File: src/rtl/load_store_queue.sv
// In-order load/store queue feeding the data-memory controller; issues one op per cycle, oldest first.
// Optional issue counters (perf_loads/perf_stores) are compiled in when LSQ_PERF_EN is defined.
module load_store_queue #(
    parameter int unsigned DEPTH = 4,
    parameter int unsigned TAG_W = 5
) (
    input  logic                    clk,
    input  logic                    reset,
    input  logic                    enq_valid,
    output logic                    enq_ready,
    input  logic                    enq_is_store,
    input  logic [31:0]             enq_addr,
    input  logic [31:0]             enq_data,
    input  logic [TAG_W-1:0]        enq_tag,
    input  logic                    flush,
    output logic                    mem_write,
    output logic                    mem_read,
    output logic [31:0]             mem_address,
    output logic [31:0]             mem_write_data,
    input  logic [31:0]             mem_read_data,
    output logic                    resp_valid,
    output logic [TAG_W-1:0]        resp_tag,
    output logic [31:0]             resp_data,
    output logic [$clog2(DEPTH):0]  count
`ifdef LSQ_PERF_EN
    ,
    output logic [31:0]             perf_loads,
    output logic [31:0]             perf_stores
`endif
);

    localparam int unsigned PTR_W = $clog2(DEPTH);
    localparam int unsigned CNT_W = PTR_W + 1;

    typedef struct packed {
        logic             is_store;
        logic [31:0]      addr;
        logic [31:0]      data;
        logic [TAG_W-1:0] tag;
    } entry_t;

    entry_t             mem_q [DEPTH];
    logic [PTR_W-1:0]   head_q, head_d;
    logic [PTR_W-1:0]   tail_q, tail_d;
    logic [CNT_W-1:0]   count_q, count_d;
    logic               pend_valid_q, pend_valid_d;
    logic [TAG_W-1:0]   pend_tag_q, pend_tag_d;

    entry_t             head_entry;
    logic               issue;
    logic               enq_fire;

    // Issue/enqueue decisions and the combinational memory request from the head entry.
    always_comb begin
        head_entry     = mem_q[head_q];
        issue          = (count_q != '0) && !flush;
        enq_ready      = count_q < CNT_W'(DEPTH);
        enq_fire       = enq_valid && enq_ready && !flush;

        mem_write      = 1'b0;
        mem_read       = 1'b0;
        mem_address    = '0;
        mem_write_data = '0;
        if (issue) begin
            mem_write      = head_entry.is_store;
            mem_read       = !head_entry.is_store;
            mem_address    = head_entry.addr;
            mem_write_data = head_entry.is_store ? head_entry.data : 32'h0;
        end
    end

    // Next-state for pointers, occupancy and the pending load response.
    always_comb begin
        head_d       = head_q;
        tail_d       = tail_q;
        count_d      = count_q;
        pend_valid_d = 1'b0;
        pend_tag_d   = pend_tag_q;

        if (flush) begin
            head_d  = tail_q;
            count_d = '0;
        end else begin
            if (issue) begin
                head_d = PTR_W'(head_q + 1'b1);
                if (!head_entry.is_store) begin
                    pend_valid_d = 1'b1;
                    pend_tag_d   = head_entry.tag;
                end
            end
            if (enq_fire) begin
                tail_d = PTR_W'(tail_q + 1'b1);
            end
            count_d = CNT_W'(count_q + CNT_W'(enq_fire) - CNT_W'(issue));
        end
    end

    always_ff @(posedge clk or posedge reset) begin
        if (reset) begin
            head_q       <= '0;
            tail_q       <= '0;
            count_q      <= '0;
            pend_valid_q <= 1'b0;
            pend_tag_q   <= '0;
        end else begin
            head_q       <= head_d;
            tail_q       <= tail_d;
            count_q      <= count_d;
            pend_valid_q <= pend_valid_d;
            pend_tag_q   <= pend_tag_d;
        end
    end

    // Queue storage is intentionally left uninitialised by reset.
    always_ff @(posedge clk) begin
        if (enq_fire) begin
            mem_q[tail_q] <= '{is_store: enq_is_store, addr: enq_addr,
                               data: enq_data, tag: enq_tag};
        end
    end

    assign count      = count_q;
    assign resp_valid = pend_valid_q;
    assign resp_tag   = pend_tag_q;
    // Data only passes through while a response is live so idle/reset outputs read zero.
    assign resp_data  = pend_valid_q ? mem_read_data : 32'h0;

`ifdef LSQ_PERF_EN
    logic [31:0] perf_loads_q, perf_stores_q;

    always_ff @(posedge clk or posedge reset) begin
        if (reset) begin
            perf_loads_q  <= '0;
            perf_stores_q <= '0;
        end else if (issue) begin
            if (head_entry.is_store) begin
                perf_stores_q <= perf_stores_q + 32'd1;
            end else begin
                perf_loads_q  <= perf_loads_q + 32'd1;
            end
        end
    end

    assign perf_loads  = perf_loads_q;
    assign perf_stores = perf_stores_q;
`endif

endmodule

File: config.mk
export PLATFORM = sky130hd
export DESIGN_NAME = load_store_queue
export DESIGN_NICKNAME = d
export VERILOG_FILES = /design/src/rtl/load_store_queue.sv
export SDC_FILE = /design/constraint.sdc
export NUM_CORES = 1
export LEC_CHECK = 0
export BUFFER_PORTS_ARGS = -buffer_cell sky130_fd_sc_hd__buf_2
export CAP_MARGIN = 20
export CORE_MARGIN = 5
export CORE_UTILIZATION = 35
export CTS_CLUSTER_SIZE = 12
export DETAILED_ROUTE_END_ITERATION = 8
export PLACE_DENSITY = 0.56
export SKIP_LAST_GASP = 1
export SYNTH_ARGS = -nofsm -noshare
export SYNTH_HDL_FRONTEND = slang
export SYNTH_SLANG_ARGS = --single-unit
File: constraint.sdc
create_clock -name clk -period 5.15 [get_ports clk]
set_input_delay 0.7725 -clock clk [delete_from_list [all_inputs] [get_ports clk]]
set_output_delay 0.7725 -clock clk [all_outputs]
set_load 0.005 [all_outputs]
==> run summary <==
status = finished, final reports clean
Slew HR = 0.3244
Worst setup EP type = output port
Tmin final = 3.710 ns
Initial Util = 0.3520
GRT Residual Overflow = 0
Core Box Area = 32370 um^2
Area contributors post-synth = edfxtp_1, mux4_2, and2_1
Vias/cell = 4.735
final worst slack = 1.440 ns
CTS max path bufs = 3
Slew @ Worst Pin = 1.013 ns
total routed wirelength = 24650 um
fmax = 269.6 MHz
Syn Inst Count = 534
Max rail drop VDD = 0.0002268 V
first-pass GRT wire length = 37160 um
post-synth top area cell = edfxtp_1
worst path bufs/invs = 2
clk sink count = 293
die height = 190.4 um
Post-synth top flop = edfxtp_1
sequential cell area fraction in the yosys report = 0.7665
Final Hold Viols = 0
initial antenna violation count = 1
DIE WIDTH = 190.4 um
Top Usage Layer GRT = met2
CP peak stage delay = 1.03 ns
Syn-to-layout area delta = 23.12%
DR vias = 5800
final antenna-violating net count = 0
Fin Setup TNS = 0 ns
CTS H-Tree Depth = 2
postcts setup bufs = 0
Ys Warns = 0
synthesized area per cell = 21.34 um^2
CP Class = flip-flop to output port
Synth Area in XOR/XNOR = 0.003075
clock skew = 0.01318 ns
GR Util met1 = 0.1695
hold_buf cts = 0
Die Area = 36260 um^2
FILL cells = 2927
slowest CP cell = dfrtp_4
CTS buffer count = 34
DP HPWL = 14980 um
clock latency on the worst-skew pair = 0.49 ns
DR DRC count = 0
Mapped Area = 11390 um^2
setup slack, reg-to-reg = 2.61 ns
EDFF count, synth = 280
I/O pins = 214
period utilisation layout = 0.7204
nets = 875
GR Util met2 = 0.2334
port bufs = 213
compound-cell area share of the yosys netlist = 0.001977
cell family with most CP delay = flip-flops
post-synthesis cell type count = 25
clk root buf = clkbuf_16
Pwr Density = 500.4 nW/um^2
Crit Path Max Fanout = 46
RSZ-0062 raised after global routing = no
Synth Area in Simple Gates = 0.06183
crit path cell chain = buf_4 > mux4_2 > and3_1 > buf_2
GP Congestion = 0.6606
antenna diode count = 0
Tot Pwr = 7019 uW
GRT Total Usage = 0.1341
top-area cell type share of the netlist area = 0.7380
Worst R2R End = resp_tag[4]
Setup WS pre-CTS = 1.684 ns
vias in the first global route = 6305
R2R Path Start = head_q[0]
Pins Over Slew Limit = 0
Worst EP required = 4.38 ns
DRT iter0 DRCs = 302
FF-to-FF path depth = 3
largest net degree at the start of global routing = 62
Detailed Routing Iterations Pass 1 = 4
Synth Area in Adders = 0.008346
post-synthesis mux area share = 0.1443
Reg clk slew, reported paths = 0.06 ns
Startpoint Class = flip-flop
met3 Use GR = 0.03332
Lkg Pwr = 0.005236 uW
Synth async-reset ratio = 0.04437
Hold Crit Class = input pin to asynchronous set/reset pin
worst path arrival time = 2.94 ns
Max-Cap Viols = 0
#FFs+latches synth = 293
Post-Syn Nets = 647
FP Rows = 66
largest family of logic cells by synthesized area = multiplexers
CTS-repair resized insts = 0
CTS tree = yes
fraction of layout cells with a size suffix above 1 = 0.4508
endpoints failing setup = 0
DR WL/cell = 20.12 um
-- routing by layer --
metal  vias up  routed length [um]
met5         -                   7
met4         2                 478
met3        40                1801
met2       211               12300
met1      2943               10060
li1       2604                   -
-- flip-flops by register name (all words and copies together), names as in the netlist --
signal and cells:
mem_q 280, resp_tag 5, count 3, tail_q 2, head_q 2, resp_valid 1
-- cells by family after synthesis --
logic type                 count (synthesis)
buffers and inverters                     38
DFF                                      293
muxes                                     76
adders and majority gates                  7
xor gates and xnor gates                   4
and+or+nand+nor                          112
AOI/OAI and AO/OA                          4
-- cell type report --
type / count / area (um^2) / share of cell area
tap: 442 / 553.0 / 0.03943
inverter: 8 / 30.03 / 0.002141
timing repair buffer: 222 / 1134 / 0.08081
multi-input combinational: 203 / 2511 / 0.1790
sequential: 293 / 8741 / 0.6231
clock inverter: 16 / 160.2 / 0.01142
clock buffer: 41 / 898.4 / 0.06404
-- cell usage in the layout, fill, tap and decap left out, types with 8 or more instances in the layout --
master / n
edfxtp_1: 280
clkbuf_16: 35
dfrtp_1: 11
mux4_2: 70
inv_1: 8
buf_4: 9
and3_1: 33
buf_2: 213
and2_1: 64
-- synthesized netlist by cell type, types with 2 or more instances --
master    count
and3_1       33
clkbuf_1     22
ha_1          6
buf_2         7
edfxtp_1    280
and2_1       68
nor3_1        2
mux2_2        6
mux4_2       70
xnor2_1       2
a21oi_1       2
dfrtp_1      13
xor2_1        2
inv_1         8
nor2_1        3
-- power by group --
| part | leakage, uW | switching, uW | internal, uW |
|---|---|---|---|
| Sequential | 0.00269 | 253 | 2890 |
| Combinational | 0.00202 | 732 | 869 |
| Clock | 0.000519 | 882 | 1390 |
| Total | 0.00524 | 1870 | 5150 |
-- how the worst max path moves through the flow --
| stage | cells past startpoint | startpoint | slack [ns] | end |
|---|---|---|---|---|
| 2_1_floorplan | 4 | flush | 1.80 | mem_q[0][0] |
| 3_3_place_gp | 6 | flush | 1.72 | mem_q[3][40] |
| 3_5_place_dp | 6 | flush | 1.68 | mem_q[2][43] |
| 4_1_cts | 4 | head_q[0] | 1.30 | mem_address[6] |
| 5_1_grt | 4 | head_q[0] | 1.16 | mem_address[6] |
| 6_report | 4 | head_q[0] | 1.44 | mem_address[6] |
-- stage by stage --
stage / std cells / cell area (um^2) / utilization / hold slack, ns
CTS: 1225 / 14030 / 0.4333 / 0.3542
finish: 1225 / 14030 / 0.4333 / 0.3431
floorplan: 534 / 11390 / - / 0.5055
detailed placement: 1168 / 12970 / 0.4006 / 0.4942
global placement: 1168 / 12970 / 0.4006 / 0.4868
global route: 1225 / 14030 / 0.4333 / 0.3778
Power figures use the tool's default switching activity.
